File: src/rtl/irrigation_pkg.sv
// Shared types and default timing constants for the irrigation valve sequencer.
package irrigation_pkg;

    typedef enum logic [2:0] {
        LOCKOUT  = 3'd0,
        IDLE     = 3'd1,
        ASP_ON   = 3'd2,
        GOT_ON   = 3'd3,
        COOLDOWN = 3'd4
    } state_t;

    localparam int DEF_CNT_W              = 16;
    localparam int DEF_MIN_ON_CYCLES      = 1000;
    localparam int DEF_MAX_ON_CYCLES      = 60000;
    localparam int DEF_COOLDOWN_CYCLES    = 500;
    localparam int DEF_FAULT_CLEAR_CYCLES = 256;

    function automatic logic is_busy(input state_t s);
        return (s == ASP_ON) || (s == GOT_ON) || (s == COOLDOWN);
    endfunction

endpackage

File: src/rtl/sync2.sv
// Two-flop synchroniser for asynchronous level inputs, cleared by the async reset.
module sync2 #(
    parameter int W = 1
) (
    input  logic         clk,
    input  logic         rst_n,
    input  logic [W-1:0] d,
    output logic [W-1:0] q
);

    logic [W-1:0] meta;

    always_ff @(posedge clk or negedge rst_n) begin
        if (!rst_n) begin
            meta <= '0;
            q    <= '0;
        end else begin
            meta <= d;
            q    <= meta;
        end
    end

endmodule

File: src/rtl/irrigation_sequencer.sv
// Timed valve sequencer: synchronised requests drive a mutually exclusive
// sprinkler/drip FSM with min-on, max-on, cooldown and fault-lockout timing.
module irrigation_sequencer
    import irrigation_pkg::*;
#(
    parameter int CNT_W              = DEF_CNT_W,
    parameter int MIN_ON_CYCLES      = DEF_MIN_ON_CYCLES,
    parameter int MAX_ON_CYCLES      = DEF_MAX_ON_CYCLES,
    parameter int COOLDOWN_CYCLES    = DEF_COOLDOWN_CYCLES,
    parameter int FAULT_CLEAR_CYCLES = DEF_FAULT_CLEAR_CYCLES
) (
    input  logic       clk,
    input  logic       rst_n,
    input  logic       erro_in,
    input  logic       alarme_in,
    input  logic       ve_req,
    input  logic       asp_req,
    input  logic       got_req,
    output logic       valve_ent,
    output logic       valve_asp,
    output logic       valve_got,
    output logic       busy,
    output logic       fault_lock,
    output logic       timeout,
    output logic [2:0] state_o
);

    localparam logic [CNT_W-1:0] MIN_LAST   = CNT_W'(MIN_ON_CYCLES - 1);
    localparam logic [CNT_W-1:0] MAX_LAST   = CNT_W'(MAX_ON_CYCLES - 1);
    localparam logic [CNT_W-1:0] COOL_LAST  = CNT_W'(COOLDOWN_CYCLES - 1);
    localparam logic [CNT_W-1:0] FAULT_LAST = CNT_W'(FAULT_CLEAR_CYCLES - 1);

    logic [4:0] sync_q;
    logic       erro_s, alarme_s, ve_req_s, asp_req_s, got_req_s;
    logic       fault_s, own_req;

    state_t           state, state_next;
    logic [CNT_W-1:0] cnt, cnt_next;
    logic             timeout_next;
    logic             valve_ent_next, valve_asp_next, valve_got_next;
    logic             busy_next, fault_lock_next;

    sync2 #(.W(5)) u_sync (
        .clk   (clk),
        .rst_n (rst_n),
        .d     ({erro_in, alarme_in, ve_req, asp_req, got_req}),
        .q     (sync_q)
    );

    assign {erro_s, alarme_s, ve_req_s, asp_req_s, got_req_s} = sync_q;
    assign fault_s = erro_s | alarme_s;
    assign own_req = (state == ASP_ON) ? asp_req_s : got_req_s;

    // State, counter and Moore output registers.
    always_ff @(posedge clk or negedge rst_n) begin
        if (!rst_n) begin
            state      <= LOCKOUT;
            cnt        <= '0;
            valve_ent  <= 1'b0;
            valve_asp  <= 1'b0;
            valve_got  <= 1'b0;
            busy       <= 1'b0;
            fault_lock <= 1'b1;
            timeout    <= 1'b0;
        end else begin
            state      <= state_next;
            cnt        <= cnt_next;
            valve_ent  <= valve_ent_next;
            valve_asp  <= valve_asp_next;
            valve_got  <= valve_got_next;
            busy       <= busy_next;
            fault_lock <= fault_lock_next;
            timeout    <= timeout_next;
        end
    end

    // Next state; fault beats everything, and max-on beats the min-on release.
    always_comb begin
        state_next   = state;
        timeout_next = 1'b0;
        case (state)
            LOCKOUT: begin
                if (!fault_s && cnt == FAULT_LAST) state_next = IDLE;
            end
            IDLE: begin
                if (fault_s)        state_next = LOCKOUT;
                else if (asp_req_s) state_next = ASP_ON;
                else if (got_req_s) state_next = GOT_ON;
            end
            ASP_ON, GOT_ON: begin
                if (fault_s) begin
                    state_next = LOCKOUT;
                end else if (cnt == MAX_LAST) begin
                    state_next   = COOLDOWN;
                    timeout_next = 1'b1;
                end else if (!own_req && cnt >= MIN_LAST) begin
                    state_next = COOLDOWN;
                end
            end
            COOLDOWN: begin
                if (fault_s)               state_next = LOCKOUT;
                else if (cnt == COOL_LAST) state_next = IDLE;
            end
            default: state_next = LOCKOUT;
        endcase

        // Any fault cycle in lockout restarts the clean-cycle count.
        if (state_next != state)             cnt_next = '0;
        else if (state == LOCKOUT && fault_s) cnt_next = '0;
        else if (cnt != '1)                  cnt_next = cnt + 1'b1;
        else                                 cnt_next = cnt;
    end

    always_comb begin
        valve_asp_next  = (state_next == ASP_ON);
        valve_got_next  = (state_next == GOT_ON);
        busy_next       = is_busy(state_next);
        fault_lock_next = (state_next == LOCKOUT);
        // Inlet refill is allowed under alarm; only a sensor error blocks it.
        valve_ent_next  = ve_req_s & ~erro_s;
    end

    assign state_o = state;

endmodule

File: config.mk
export PLATFORM = sky130hd
export DESIGN_NAME = irrigation_sequencer
export DESIGN_NICKNAME = d
export VERILOG_FILES = /design/src/rtl/irrigation_pkg.sv /design/src/rtl/sync2.sv /design/src/rtl/irrigation_sequencer.sv
export SDC_FILE = /design/constraint.sdc
export NUM_CORES = 1
export LEC_CHECK = 0
export CAP_MARGIN = 20
export CELL_PAD_IN_SITES_DETAIL_PLACEMENT = 2
export CELL_PAD_IN_SITES_GLOBAL_PLACEMENT = 2
export CORE_MARGIN = 2
export CORE_UTILIZATION = 41
export DETAILED_ROUTE_END_ITERATION = 6
export DONT_BUFFER_PORTS = 1
export PLACE_DENSITY = 0.83
export SYNTH_ARGS = -nofsm -noshare
export SYNTH_HDL_FRONTEND = slang
export SYNTH_SLANG_ARGS = --single-unit
export TNS_END_PERCENT = 50
File: constraint.sdc
create_clock -name clk -period 3.88 [get_ports clk]
set_clock_uncertainty 0.05 [all_clocks]
set_input_delay 0.388 -clock clk [delete_from_list [all_inputs] [get_ports clk]]
set_output_delay 0.388 -clock clk [all_outputs]
set_load 0.01 [all_outputs]
* After elaboration in Yosys (flattened, before gate mapping) *
Cells that the tools add are included.

storage, ports and cells
  output and inout port bits = 9
  bits in latches = 0
  bits in registers = 35
  word-level logic and storage cells = 55
  ROM bits = 0
  memory bits (writable) = 0
  input bits = 7
  memories kept = 0

cells by class
  multipliers = 0
  div/mod/pow operators = 0
  reductions and logical operators = 11
  shift operators = 0
  bitwise gates (word level) = 3
  equality and inequality tests = 12
  magnitude comparators = 1
  mux-type cells = 17
  add/subtract/negate cells = 1

operators by type and width
  operator                 number
  $mux W16                 3
  $mux W3                  9
  $add A16 B1 Y16 const B  1
  $eq A16 B16 Y1 const B   1
  $eq A16 B8 Y1 const B    1
  $eq A16 B9 Y1 const B    1
  $ge A16 B10 Y1 const B   1
  $ne A16 B16 Y1 const B   1
  $eq A3 B2 Y1 const B     4
  $pmux W3 S4              1
  $eq A3 B3 Y1 const B     2
  $logic_not A3 Y1         2
  $mux W1                  4
  $eq A3 B1 Y1 const B     1
  $logic_and A1 B1 Y1      3
  $ne A3 B3 Y1             1
  $reduce_bool A3 Y1       1
  $logic_not A1 Y1         2
  $logic_or A1 B1 Y1       2
  $reduce_or A2 Y1         1
  $and A1 B1 Y1            1
  $not A1 Y1               1
  $or A1 B1 Y1             1

* Depth between registers and ports, before layout *
Gate-level depths: netlist of run 1.

  depth in word-level cells = 11
  mapped depth = 7
  depth with buffers taken out = 6

* Cells and area by module *
Synthesis of run 1 repeated with hierarchy kept, for this count alone.

unflattened totals
  cells, all modules = 160
  area total of the unflattened synthesis = 1,666.6 um^2

by module, submodules not included
  module                cells an instance  area each (um^2)  times used  sequential area each (um^2)
  irrigation_sequencer  150                1,416.4           1           626.9
  sync2                 10                 250.2             1           250.2

* Worst setup path before layout of run 1 *
OpenSTA, ideal clock, no wires.

  kind = flip-flop to flip-flop
  from = reg state[1], in the netlist state_o[1]
  to = reg cnt[14]
  period minus slack after synthesis = 1.867 ns
  setup time = 0.122 ns
  slack = 2.013 ns
  path buffers = 1
  arrival = 1.695 ns
  cell stages (with the launch flop) = 7
  required time = 3.708 ns
  cell sequence = dfrtp_1 > or4_1 > a21oi_2 > a2111oi_4 > a21oi_4 > buf_12 > nor3_2

on the way
  word-level cells in the longest chain between the ends = 10
  elaborated cells on any way between the ends = 24
  classes of those cells = eq/ne (5); mux (13); reduce/logical (6)

RTL lines
  what                                                             line                                                    RTL
  from (decl)                                                      irrigation_sequencer.sv:37                              state_t state, state_next;
  from (signal assigned)                                           irrigation_sequencer.sv:66                              state <= state_next;
  $eq A3 B2 Y1                                                     irrigation_sequencer.sv:52, irrigation_sequencer.sv:81
  $mux W1                                                          irrigation_sequencer.sv:52                              assign own_req = (state == ASP_ON) ? asp_req_s : got_req_s;
  $logic_not A1 Y1                                                 irrigation_sequencer.sv:96                              end else if (!own_req && cnt >= MIN_LAST) begin
  $logic_and A1 B1 Y1                                              irrigation_sequencer.sv:96
  $mux W3                                                          irrigation_sequencer.sv:96
  $mux W3                                                          irrigation_sequencer.sv:93                              end else if (cnt == MAX_LAST) begin
  $mux W3                                                          irrigation_sequencer.sv:91                              if (fault_s) begin
  $pmux W3 S4                                                      irrigation_sequencer.sv:81                              case (state)
  $ne A3 B3 Y1                                                     irrigation_sequencer.sv:108                             if (state_next != state) cnt_next = '0;
  $reduce_bool A3 Y1 (no line) / $mux W16 (equally long branches)  --
  to (signal assigned)                                             irrigation_sequencer.sv:67                              cnt <= cnt_next;
  to (decl)                                                        irrigation_sequencer.sv:38                              logic [CNT_W-1:0] cnt, cnt_next;

Parallel ways exist; a longest one is shown, timed or not.
A chain may end at the register's enable or synchronous reset.

* Final worst setup path of run 1 *
  from = reg state[2], in the netlist state_o[2]
  to = reg cnt[8]

The elaborated chain is that of the path after synthesis.

==> run_summary.xml, run 1 <==
<?xml version="1.0" encoding="UTF-8"?>
<metrics>
  <group name="yosys">
    <metric name="yosysUniqueCellTypes" unit="">59</metric>
    <metric name="synth_async_sr_flop_share" unit="%">100</metric>
    <metric name="netlist.top_cell.by_area" unit="">sky130_fd_sc_hd__dfrtp_1</metric>
    <metric name="synthTopCellsByArea" unit="">sky130_fd_sc_hd__dfrtp_1 45%, sky130_fd_sc_hd__nor3_2 5.8%, sky130_fd_sc_hd__xnor2_1 3.7%, sky130_fd_sc_hd__nor2_1 2.4%, sky130_fd_sc_hd__a21oi_1 2.1%</metric>
    <metric name="yosysWarnings" unit="">0</metric>
    <metric name="synth_enable_flop_cells" unit="">0</metric>
    <metric name="netlist_instances" unit="">171</metric>
    <metric name="syn-mean-instance-area" unit="µm²">11.1</metric>
    <metric name="netlist.area_leader.share" unit="%">45.0</metric>
    <metric name="synth_flop_cell" unit="">sky130_fd_sc_hd__dfrtp_1</metric>
    <metric name="yosysSeqAreaShare" unit="%">46.4</metric>
    <metric name="post_synth_net_total" unit="">179</metric>
    <metric name="mappedNetlistArea" unit="µm²">1890</metric>
    <metric name="postSynthRegisterBits" unit="">35</metric>
  </group>
  <group name="worst_setup_path">
    <metric name="timing.critical_path.slowest_cell_delay" unit="ps">570</metric>
    <metric name="crit_slowest_cell" unit="">sky130_fd_sc_hd__dfrtp_1</metric>
    <metric name="worstSetupStartpointType" unit="">register</metric>
    <metric name="critPathRequiredTime" unit="ps">3980</metric>
    <metric name="critical_path.n_buffers_inverters" unit="">1</metric>
    <metric name="worstSetupEndpointType" unit="">register</metric>
    <metric name="critical_path.cell_chain" unit="">nor4b_2 &gt; inv_1 &gt; or2_4 &gt; a31oi_4 &gt; nor4_1</metric>
    <metric name="critical-path-top-delay-family" unit="">simple AND/OR/NAND/NOR gates</metric>
    <metric name="arrival_time_of_the_worst_setup_path" unit="ps">2470</metric>
    <metric name="crit_path_max_fanout" unit="">16</metric>
    <metric name="ff2ff_setup_slack" unit="ps">1510</metric>
    <metric name="type_of_the_worst_setup_path" unit="">reg -&gt; reg</metric>
  </group>
  <group name="global_routing">
    <metric name="grt_util_all_layers" unit="%">20.1</metric>
    <metric name="grt_antenna_before_repair" unit="">0</metric>
    <metric name="global_route.overflow_total" unit="">0</metric>
    <metric name="maximum_number_of_pins_on_one_net_before_global_route_repair" unit="">36</metric>
    <metric name="first_global_vias" unit="">1571</metric>
    <metric name="grt_first_pass_wirelength" unit="µm">7890</metric>
  </group>
  <group name="drt">
    <metric name="drc_marker_count_from_the_first_detailed_route_iteration" unit="">73</metric>
    <metric name="number_of_iterations_in_the_first_detailed_routing_pass" unit="">4</metric>
    <metric name="detailroute.via_count" unit="">1359</metric>
    <metric name="route.detailed.wl_per_inst" unit="µm">20.1</metric>
    <metric name="post_drt_via_cell_ratio" unit="">6.04</metric>
    <metric name="route.detailed.drc" unit="">0</metric>
    <metric name="finalWirelength" unit="µm">4520</metric>
    <metric name="drt.antenna.violating_nets" unit="">0</metric>
  </group>
  <group name="clocking">
    <metric name="htree_num_levels" unit="">2</metric>
    <metric name="clkTransAtPathRegs" unit="ps">80</metric>
    <metric name="cts_root_buf" unit="">sky130_fd_sc_hd__clkbuf_8</metric>
    <metric name="clock-sinks" unit="">35</metric>
    <metric name="tritoncts" unit="">built</metric>
    <metric name="maximum_buffer_depth_of_the_clock_tree" unit="">2</metric>
    <metric name="post_cts_resize_count" unit="">0</metric>
    <metric name="cts_buffers" unit="">5</metric>
    <metric name="clock_insertion_delay_worst_skew" unit="ps">300</metric>
  </group>
  <group name="die">
    <metric name="num_rows" unit="">24</metric>
    <metric name="placeableCoreArea" unit="µm²">4380</metric>
    <metric name="boundaryPins" unit="">16</metric>
    <metric name="initial_core_util" unit="%">43.1</metric>
    <metric name="die_wd" unit="µm">71.9</metric>
    <metric name="floorplan.die_area" unit="µm²">5170</metric>
    <metric name="die_h" unit="µm">71.9</metric>
  </group>
  <group name="timing">
    <metric name="slew-limit-headroom" unit="%">54.9</metric>
    <metric name="fin_setup_tns" unit="ps">0</metric>
    <metric name="final_period_minus_worst_setup_slack" unit="ps">2370</metric>
    <metric name="timing.final.setup_violations" unit="">0</metric>
    <metric name="final-max-slew-violation-count" unit="">0</metric>
    <metric name="rsz0062_at_grt" unit="">false</metric>
    <metric name="final.hold.worst_slack" unit="ps">67.0</metric>
    <metric name="report.final.hold_viol_count" unit="">0</metric>
    <metric name="final.period_utilization" unit="%">61.1</metric>
    <metric name="postLayoutSetupSlackWorst" unit="ps">1510</metric>
    <metric name="timing.fmax" unit="GHz">0.422</metric>
    <metric name="max_slew.worst_pin.slew" unit="ps">676</metric>
  </group>
  <group name="power">
    <metric name="total_power_consumption_of_the_routed_design" unit="µW">677</metric>
    <metric name="power_density" unit="nW/µm²">336</metric>
    <metric name="power.ir.vdd_worst" unit="V">0.000189</metric>
    <metric name="power_leakage" unit="nW">0.785</metric>
  </group>
  <group name="final_layout">
    <metric name="post_layout_nonfiller_instances" unit="">225</metric>
    <metric name="syn2layout_area_growth" unit="%">6.49</metric>
    <metric name="post-route-cell-area" unit="µm²">2010</metric>
    <metric name="layout.cells.most_common" unit="">sky130_fd_sc_hd__dfrtp_1</metric>
    <metric name="most-common-layout-cells" unit="">34 x sky130_fd_sc_hd__dfrtp_1, 12 x sky130_fd_sc_hd__nor2_1, 11 x sky130_fd_sc_hd__nor3_2</metric>
    <metric name="layout.filler_cells" unit="">462</metric>
    <metric name="antenna_cells" unit="">0</metric>
    <metric name="final_net_count" unit="">180</metric>
    <metric name="final_core_util" unit="%">45.9</metric>
    <metric name="layout_cell_share_with_drive_strength_beyond_1" unit="%">22.0</metric>
  </group>
  <group name="placed_design">
    <metric name="dpl.hpwl" unit="µm">3140</metric>
    <metric name="place.gp.congestion" unit="">0.786</metric>
    <metric name="detailedPlace.worstSlack" unit="ps">1530</metric>
    <metric name="dpl-instance-area" unit="µm²">1890</metric>
    <metric name="placed_cells" unit="">215</metric>
    <metric name="portBuffers" unit="">0</metric>
  </group>
  <group name="job">
    <metric name="number_of_max_capacitance_violations_reported" unit="">0</metric>
  </group>
  <group name="run_status">
    <metric name="run_status" unit="">finished clean</metric>
  </group>
  <group name="worst_hold_path">
    <metric name="hold_path_class" unit="">in -&gt; reg</metric>
  </group>
</metrics>
## registers in the layout, summed over array words and instances (netlist names)
signal and count:
fault_lock 1, timeout 1, u_sync.q 5, valve_ent 1, valve_asp 1, state_o 3, busy 1, u_sync.meta 5
cnt 16, valve_got 1
## final timing paths
kind / end / start / cells past startpoint
max: cnt[8]$_DFFE_PN0P_ / state_o[2]$_DFF_PN0_ / 5
min: u_sync.meta[2]$_DFF_PN0_ / ve_req / 0
max reg2reg: cnt[8]$_DFFE_PN0P_ / state_o[2]$_DFF_PN0_ / 5
min reg2reg: u_sync.q[0]$_DFF_PN0_ / u_sync.meta[0]$_DFF_PN0_ / 0
max in group asynchronous: fault_lock$_DFF_PN1_ / rst_n / 2
min in group asynchronous: timeout$_DFF_PN0_ / rst_n / 2
## repair_timing
action / 4_1_cts / 5_1_grt
endpoints found under the hold margin: 35 / 0
hold buffers: 2 / 0
buffers inserted: 0 / 0
## power breakdown
part	switching, mW	internal, mW
registers	0.00564	0.371
clock network	0.150	0.128
logic	0.0151	0.00705
total	0.170	0.507
## metal layers
metal | part of all wire, % | vias up | GRT usage, %
li1 | - | 629 | -
met1 | 44 | 690 | 25.0
met2 | 51 | 27 | 34.2
met3 | 3.1 | 13 | 4.58
met4 | 1.9 | 0 | 7.55
met5 | 0 | - | 0
## synthesized netlist by cell type (2+ instances only)
cell type                    n
sky130_fd_sc_hd__a211oi_1    5
sky130_fd_sc_hd__a21oi_1     8
sky130_fd_sc_hd__and2_1      2
sky130_fd_sc_hd__and3_1      4
sky130_fd_sc_hd__and3b_1     2
sky130_fd_sc_hd__and4_4      2
sky130_fd_sc_hd__buf_2       3
sky130_fd_sc_hd__buf_4       2
sky130_fd_sc_hd__dfrtp_1    34
sky130_fd_sc_hd__inv_1       4
sky130_fd_sc_hd__mux2i_1     3
sky130_fd_sc_hd__nand2_1    10
sky130_fd_sc_hd__nand3_1     6
sky130_fd_sc_hd__nand4_1     3
sky130_fd_sc_hd__nand4bb_1   2
sky130_fd_sc_hd__nor2_1     12
sky130_fd_sc_hd__nor3_1      7
sky130_fd_sc_hd__nor3_2     11
sky130_fd_sc_hd__nor4_1      2
sky130_fd_sc_hd__o31a_1      2
sky130_fd_sc_hd__xnor2_1     8
sky130_fd_sc_hd__xor2_1      2
## layout make-up
type | count | area (µm²) | area share [%]
Tap cell | 52 | 65.1 | 3.23
Clock buffer | 5 | 68.8 | 3.42
Sequential cell | 35 | 877 | 43.6
Timing Repair Buffer | 2 | 30.0 | 1.49
Clock inverter | 3 | 23.8 | 1.18
Multi-Input combinational cell | 124 | 933 | 46.4
Inverter | 4 | 15.0 | 0.746
## kinds of logic after synthesis
family                     count (synthesis)  share of synthesized area [%]
muxes                                      3                           1.59
adders and majority gates                  1                          0.662
buffers and inverters                     12                           4.23
xor gates and xnor gates                  10                           4.63
AOI/OAI and AO/OA                         30                           13.7
and+or+nand+nor                           80                           28.8
DFF                                       35                           46.4
(Power assumes the default switching activity.)
==> inputs of run 2 (changes only) <==
--- a/config.mk
+++ b/config.mk
@@ -9,10 +9,10 @@
 export CELL_PAD_IN_SITES_DETAIL_PLACEMENT = 2
 export CELL_PAD_IN_SITES_GLOBAL_PLACEMENT = 2
 export CORE_MARGIN = 2
-export CORE_UTILIZATION = 41
+export CORE_UTILIZATION = 37
 export DETAILED_ROUTE_END_ITERATION = 6
 export DONT_BUFFER_PORTS = 1
-export PLACE_DENSITY = 0.83
+export PLACE_DENSITY = 0.79
 export SYNTH_ARGS = -nofsm -noshare
 export SYNTH_HDL_FRONTEND = slang
 export SYNTH_SLANG_ARGS = --single-unit
==> constraint.sdc (replaced) <==
create_clock -name clk -period 1.9 [get_ports clk]
set_clock_uncertainty 0.05 [all_clocks]
set_input_delay 0.19 -clock clk [delete_from_list [all_inputs] [get_ports clk]]
set_output_delay 0.19 -clock clk [all_outputs]
set_load 0.01 [all_outputs]
==> run 2 against run 1 <==
Effect of this change:
- the flow now finishes with violations (negative setup slack)
- highest routed layer unchanged
- final cell count is 26% higher
- clock power is 110% higher
- worst hold slack gained 220 ps
==> run_summary.xml, run 2 (synthesis gave the netlist of run 1 again) <==
<?xml version="1.0" encoding="UTF-8"?>
<metrics>
  <group name="run_status">
    <metric name="run_status" unit="">finished with violations</metric>
    <metric name="violated_checks" unit="">negative setup slack</metric>
  </group>
  <group name="clocking">
    <metric name="clock_insertion_delay_worst_skew" unit="ps">300</metric>
    <metric name="clock-sinks" unit="">35</metric>
    <metric name="htree_num_levels" unit="">2</metric>
    <metric name="maximum_buffer_depth_of_the_clock_tree" unit="">2</metric>
    <metric name="tritoncts" unit="">built</metric>
    <metric name="cts_root_buf" unit="">sky130_fd_sc_hd__clkbuf_8</metric>
    <metric name="cts_buffers" unit="">5</metric>
    <metric name="clkTransAtPathRegs" unit="ps">90</metric>
  </group>
  <group name="worst_setup_path">
    <metric name="r2r-start" unit="">cnt[0]$_DFFE_PN0P_</metric>
    <metric name="reg2reg_to" unit="">cnt[8]$_DFFE_PN0P_</metric>
    <metric name="timing.critical_path.slowest_cell_delay" unit="ps">440</metric>
    <metric name="worstSetupStartpointType" unit="">register</metric>
    <metric name="critPathRequiredTime" unit="ps">2060</metric>
    <metric name="worstSetupEndpointType" unit="">register</metric>
    <metric name="type_of_the_worst_setup_path" unit="">reg -&gt; reg</metric>
    <metric name="arrival_time_of_the_worst_setup_path" unit="ps">2180</metric>
    <metric name="crit_slowest_cell" unit="">sky130_fd_sc_hd__dfrtp_1</metric>
    <metric name="crit_path_max_fanout" unit="">16</metric>
    <metric name="critical-path-top-delay-family" unit="">compound AO/OA/AOI/OAI gates</metric>
    <metric name="critical_path.cell_chain" unit="">ha_4 &gt; buf_4 &gt; nand2_4 &gt; a211oi_4 &gt; o211ai_1 &gt; a31oi_4 &gt; buf_12 &gt; nor4_4</metric>
    <metric name="critical_path.n_buffers_inverters" unit="">2</metric>
    <metric name="reg2regPathDepth" unit="">8</metric>
    <metric name="ff2ff_setup_slack" unit="ps">-120</metric>
  </group>
  <group name="final_layout">
    <metric name="layout.filler_cells" unit="">504</metric>
    <metric name="post-route-cell-area" unit="µm²">2540</metric>
    <metric name="antenna_cells" unit="">0</metric>
    <metric name="largest_register" unit="">cnt</metric>
    <metric name="syn2layout_area_growth" unit="%">34.3</metric>
    <metric name="largest_register_ffs" unit="">16</metric>
    <metric name="most-common-layout-cells" unit="">32 x sky130_fd_sc_hd__buf_4, 26 x sky130_fd_sc_hd__dfrtp_1, 12 x sky130_fd_sc_hd__nor2_1, 12 x sky130_fd_sc_hd__nor3_2, 9 x sky130_fd_sc_hd__nand2_1</metric>
    <metric name="layout_cell_share_with_drive_strength_beyond_1" unit="%">43.5</metric>
    <metric name="largest_registers" unit="">cnt x16, u_sync.meta x5, u_sync.q x5</metric>
    <metric name="final_net_count" unit="">221</metric>
    <metric name="layout.cells.most_common" unit="">sky130_fd_sc_hd__buf_4</metric>
  </group>
  <group name="drt">
    <metric name="drt.antenna.violating_nets" unit="">0</metric>
    <metric name="route.detailed.drc" unit="">0</metric>
    <metric name="finalWirelength" unit="µm">6620</metric>
    <metric name="number_of_iterations_in_the_first_detailed_routing_pass" unit="">4</metric>
    <metric name="drc_marker_count_from_the_first_detailed_route_iteration" unit="">52</metric>
    <metric name="post_drt_via_cell_ratio" unit="">5.64</metric>
    <metric name="route.detailed.wl_per_inst" unit="µm">23.3</metric>
    <metric name="detailroute.via_count" unit="">1601</metric>
  </group>
  <group name="timing">
    <metric name="report.final.hold_viol_count" unit="">0</metric>
    <metric name="timing.final.setup_violations" unit="">16</metric>
    <metric name="postLayoutSetupSlackWorst" unit="ps">-122</metric>
    <metric name="max_slew.worst_pin.slew" unit="ps">378</metric>
    <metric name="final_period_minus_worst_setup_slack" unit="ps">2020</metric>
    <metric name="rsz0062_at_grt" unit="">true</metric>
    <metric name="final-max-slew-violation-count" unit="">0</metric>
    <metric name="timing.fmax" unit="GHz">0.494</metric>
    <metric name="final.period_utilization" unit="%">106</metric>
    <metric name="slew-limit-headroom" unit="%">74.5</metric>
    <metric name="final.hold.worst_slack" unit="ps">283</metric>
  </group>
  <group name="global_routing">
    <metric name="grt_util_all_layers" unit="%">26.1</metric>
    <metric name="first_global_vias" unit="">1845</metric>
    <metric name="global_route.overflow_total" unit="">0</metric>
    <metric name="maximum_number_of_pins_on_one_net_before_global_route_repair" unit="">36</metric>
    <metric name="grt_antenna_before_repair" unit="">0</metric>
    <metric name="grt_first_pass_wirelength" unit="µm">10500</metric>
  </group>
  <group name="die">
    <metric name="initial_core_util" unit="%">37.7</metric>
    <metric name="die_h" unit="µm">75.5</metric>
    <metric name="boundaryPins" unit="">16</metric>
    <metric name="floorplan.die_area" unit="µm²">5700</metric>
    <metric name="num_rows" unit="">26</metric>
    <metric name="placeableCoreArea" unit="µm²">5010</metric>
    <metric name="die_wd" unit="µm">75.5</metric>
  </group>
  <group name="power">
    <metric name="p_seq_share" unit="%">53.9</metric>
    <metric name="power.ir.vdd_worst" unit="V">0.000489</metric>
    <metric name="power.share.combinational" unit="%">5.6</metric>
    <metric name="cell_internal_pwr" unit="mW">1.06</metric>
    <metric name="power_leakage" unit="nW">1.04</metric>
    <metric name="power_density" unit="nW/µm²">565</metric>
    <metric name="switching_share" unit="%">26.3</metric>
    <metric name="pwr-share-clk" unit="%">40.5</metric>
    <metric name="power_switching" unit="µW">377</metric>
  </group>
  <group name="placed_design">
    <metric name="dpl.hpwl" unit="µm">3830</metric>
    <metric name="place.gp.congestion" unit="">0.815</metric>
    <metric name="dpl-instance-area" unit="µm²">2130</metric>
    <metric name="portBuffers" unit="">0</metric>
  </group>
  <group name="job">
    <metric name="number_of_max_capacitance_violations_reported" unit="">0</metric>
  </group>
  <group name="worst_hold_path">
    <metric name="hold_path_class" unit="">in -&gt; async</metric>
  </group>
</metrics>
run 2: cell types whose count changed in the layout (fill, tap and decap cells not counted), sizes merged:
cell | previous run | this run
buf | 1 | 37
dlygate4sd3 | 1 | 6
run 2: worst max-delay path by stage:
stage	startpoint	endpoint	slack [ps]	depth (start not counted)
detailed placement	cnt[0]$_DFFE_PN0P_	cnt[8]$_DFFE_PN0P_	-160	7
finish	cnt[0]$_DFFE_PN0P_	cnt[8]$_DFFE_PN0P_	-120	8
global route	cnt[0]$_DFFE_PN0P_	cnt[3]$_DFFE_PN0P_	-210	7
floorplan	state_o[1]$_DFF_PN0_	cnt[14]$_DFFE_PN0P_	30	6
global placement	cnt[0]$_DFFE_PN0P_	cnt[8]$_DFFE_PN0P_	-40	7
CTS	cnt[0]$_DFFE_PN0P_	cnt[10]$_DFFE_PN0P_	-80	7
run 2: timing repair:
item                                    CTS  global route
hold buffers                              7             0
endpoints found under the setup margin   22            21
hold endpoints to repair                 40             0
pin swaps                                12             3
setup buffers                             8             2
cloned                                    1             0
resized for setup                        22             9
run 2: worst reg2reg max path, cell delays in order, from the launching register on:
cell	delay, ps
sky130_fd_sc_hd__dfrtp_1	440
sky130_fd_sc_hd__ha_4	190
sky130_fd_sc_hd__buf_4	150
sky130_fd_sc_hd__nand2_4	90
sky130_fd_sc_hd__a211oi_4	70
sky130_fd_sc_hd__o211ai_1	310
sky130_fd_sc_hd__a31oi_4	140
sky130_fd_sc_hd__buf_12	180
sky130_fd_sc_hd__nor4_4	290
run 2: cell type report:
class,count,area (µm²),share of cell area [%]
Sequential cell,35,887,34.9
Multi-Input combinational cell,124,1060,41.7
Tap cell,70,87.6,3.45
Timing Repair Buffer,43,399,15.7
Clock buffer,5,68.8,2.71
Clock inverter,3,23.8,0.936
Inverter,4,15.0,0.591
run 2: layer usage:
layer  GRT usage [%]  wire [µm]
met2            44.8       3540
met4            12.3        194
met1            31.1       2720
met3            5.69        172
met5               0          0
run 2: power by group through the flow:
stage	Clock (mW)	Combinational, mW	Sequential (mW)
final	0.581	0.0809	0.773
after global routing	0.628	0.0876	0.775
after CTS	0.593	0.0781	0.771
after detailed placement	0	0.0371	0.784
after global placement	0	0.0341	0.782
after floorplan	0	0.0222	0.781
run 2: stage by stage:
stage	worst slack, ps	cells	power [mW]	setup TNS [ps]	util (%)
CTS	-78.0	282	1.44	-648	49.5
detailed placement	-159	258	0.821	-1810	42.4
global placement	-40.1	258	0.816	-90.3	42.4
floorplan	32.6	171	0.803	0	-
finish	-122	284	1.44	-1200	50.7
global route	-215	284	1.49	-2950	50.7
==> RTL change 1, RTL diff (settings of run 2) <==
Change the package constant `DEF_CNT_W` from 16 to 32.
--- a/src/rtl/irrigation_pkg.sv
+++ b/src/rtl/irrigation_pkg.sv
@@ -11,3 +11,3 @@
 
-    localparam int DEF_CNT_W              = 16;
+    localparam int DEF_CNT_W              = 32;
     localparam int DEF_MIN_ON_CYCLES      = 1000;
Function: no difference found for any inputs over 10 cycles, from zero or initial values and one cycle with rst_n low; that may be too few to reach the edited logic, so the function may still have changed.
==> RTL change 1 against run 2 <==
- the flow now stops in 5_1_grt
- synthesized cell count increased by 68%
- synthesized area up 50%
==> RTL change 1: results (changes against run 2) <==
| Metric | Value |
|---|---|
| Post-DP Area | `0.00374 mm² (+76%)` |
| Stopped at | `5_1_grt` |
| Post-synth ARST share | `1.00 (unchanged)` |
| Commonest cells post-synth | `dfrtp_1, nor3_1` |
| Seq/Total Area, Yosys | `0.451 (-0.0128)` |
| Syn Nets | `296 (+65%)` |
| TritonCTS Buffers | `5 (unchanged)` |
| CTS max path bufs | `2 (unchanged)` |
| Post-GRT worst EP | `cnt[17]$_DFFE_PN0P_/D` |
| Syn avg cell area | `9.83 µm² (-11%)` |
| Yosys warns | `0 (unchanged)` |
| Global placer's final weighted congestion | `0.821 (+0.79%)` |
| Largest net degree at the start of global routing | `52` |
| Ranking of synthesized cells by area | `dfrtp_1, xnor2_1, nor3_1` |
| Number of H-tree levels | `2 (unchanged)` |
| Hpwl dp | `8670 µm (+130%)` |
| First Error | `[ERROR DPL-0033] detailed placement checks failed during check placement.` |
| Clock tree root driver cell | `clkbuf_8` |
| Port Buffers | `0 (unchanged)` |
| Run status | `aborted with a tool error` |
| Antenna violations before repair | `0` |
| Synthesized flop and latch total | `51 (+46%)` |
| Post-synthesis cell type count | `53 (-10%)` |
| Worst endpoint type | `sequential cell input` |
[RTL change 1: logic make-up after synthesis]
group,share of synthesized area
xor+xnor,0.0650
compound gates,0.141
flops,0.451
mux,0.0141
simple gates,0.283
fa+ha+maj,0.00442
buf+inv,0.0411
[RTL change 1: metrics by stage]
stage | hold slack, ns | util | std cells | TNS (ns) | worst slack, ns
2_1_floorplan | -0.156 | - | 288 | -24.43 | -0.707
4_1_cts | 0.323 | 0.572 | 497 | -31.47 | -0.878
3_5_place_dp | -0.154 | 0.510 | 475 | -31.13 | -0.992
3_3_place_gp | -0.153 | 0.510 | 475 | -25.99 | -0.745
[RTL change 1: repair_timing]
| action | CTS |
|---|---|
| cloned | 1 |
| buffers inserted | 6 |
| hold endpoints to repair | 56 |
| resized for setup | 34 |
| setup endpoints to repair | 40 |
| hold buffers | 7 |
| pin swaps | 19 |
==> RTL change 2, RTL diff (settings of run 2) <==
Made on the original files. Make the reset (`rst_n`) synchronous in 2 clocked blocks. Comments in the files are not updated.
--- a/src/rtl/sync2.sv
+++ b/src/rtl/sync2.sv
@@ -12,3 +12,3 @@
 
-    always_ff @(posedge clk or negedge rst_n) begin
+    always_ff @(posedge clk) begin
         if (!rst_n) begin
--- a/src/rtl/irrigation_sequencer.sv
+++ b/src/rtl/irrigation_sequencer.sv
@@ -54,3 +54,3 @@
     // State, counter and Moore output registers.
-    always_ff @(posedge clk or negedge rst_n) begin
+    always_ff @(posedge clk) begin
         if (!rst_n) begin
Function: differs if rst_n is asserted again (counterexample within 4 cycles, from zero or initial values and one cycle with rst_n low); with rst_n held inactive, the same outputs for 10 cycles.
==> RTL change 2 against run 2 <==
- critical path depth is the same
- synthesized area decreased by 14%
- the flow still finishes with violations (setup timing)
- sequential cell count unchanged
- design area down 12%
- worst setup slack got worse by 0.11 ns
- clock power is 5.3% lower
- first-iteration DRC count up 44%
- routed wire length grew 1.8%
- power is 2.3% lower
==> RTL change 2: results (changes against run 2) <==
| Metric | Value |
|---|---|
| CP delay by family, top | `simple AND/OR/NAND/NOR gates` |
| Ratio of cells with drive above 1 in the final layout | `0.341 (-0.0940)` |
| GRT Overall Usage | `0.234 (-0.0270)` |
| WL/cell | `24.0 µm (+2.9%)` |
| Clock-pin slew on the worst setup and hold paths | `0.07 ns (-0.02 ns)` |
| Adder-Cell Fraction of Synth Area | `0.00768 (+0.00106)` |
| Multiplexer share of the synthesized area | `0.00614 (-0.00974)` |
| Largest net degree at the start of global routing | `15 (-58%)` |
| Sequential power share | `0.542 (+0.003)` |
| Hpwl dp | `3980 µm (+3.9%)` |
| Run status | `complete, but fails checks` |
| CP arrival | `2.25 ns (+0.07 ns)` |
| Leak Pwr | `0.846 nW (-18%)` |
| Worst hold path class | `primary input to register` |
| Cells after Synth | `184 (+7.6%)` |
| Placed cell count | `267 (+3.5%)` |
| Failing checks | `setup timing` |
| Synth Area in XOR/XNOR | `0.0645 (+0.0182)` |
| Post-DP Area | `0.00197 mm² (-7.2%)` |
| Slowest-stage cell, CP | `nor4b_1` |
| Critical Path Max Stage Delay | `0.47 ns (+0.03 ns)` |
| Global placer's final weighted congestion | `0.934 (+15%)` |
| Multi-input gates | `137 (+10%)` |
| NonClk Buf Share | `0.168 (+0.0104)` |
| Seq/total area | `0.315 (-0.0344)` |
| # setup viols final | `22 (+6)` |
| Final setup margin | `-0.232 ns (-0.109 ns)` |
| Commonest cells post-synth | `dfxtp_1, nor2_1, and2_1, nand2_1` |
| Drt total wl | `6740 µm (+1.8%)` |
| Crit path max fanout | `7 (-9)` |
| Sequential power | `0.000760 W (-2%)` |
| Multi-input logic area | `996 µm² (-5.9%)` |
| Fillcell total | `442 (-12%)` |
| First-pass GRT wire length | `8970 µm (-14%)` |
| Reg2reg start | `cnt[1]` |
| Syn Nets | `192 (+7.3%)` |
| Setup TNS after final layout | `-3.91 ns (-2.71 ns)` |
| Post-synthesis cell type count | `49 (-17%)` |
RTL change 2: kinds of logic after synthesis:
kind of cell             after synthesis
AO/OA/AOI/OAI                         28
XOR/XNOR                              12
AND/OR/NAND/NOR                       95
multiplexers                           1
adder cells (fa/ha/maj)                1
flip-flops                            35
buffers and inverters                 12
RTL change 2: repair_timing:
action,in CTS,in global routing
hold buffers,6,0
setup endpoints to repair,22,23
setup buffers,1,0
gates resized for setup,4,18
pin swaps,2,4
endpoints found under the hold margin,14,0
RTL change 2: path summary, 6_finish.rpt:
kind                  to  slack, ns  depth (start not counted)
min reg2reg  u_sync.q[2]       0.39                          1
max               cnt[9]      -0.23                          8
max reg2reg       cnt[9]      -0.23                          8
min            valve_asp       0.17                          2
RTL change 2: per-layer routing:
metal  vias up  routed length, µm  GRT usage
li1        744                  -          -
met1       824               2620      0.256
met2        56               3590      0.435
met3        24                309     0.0534
met4         0                229     0.0855
met5         -                  0          0
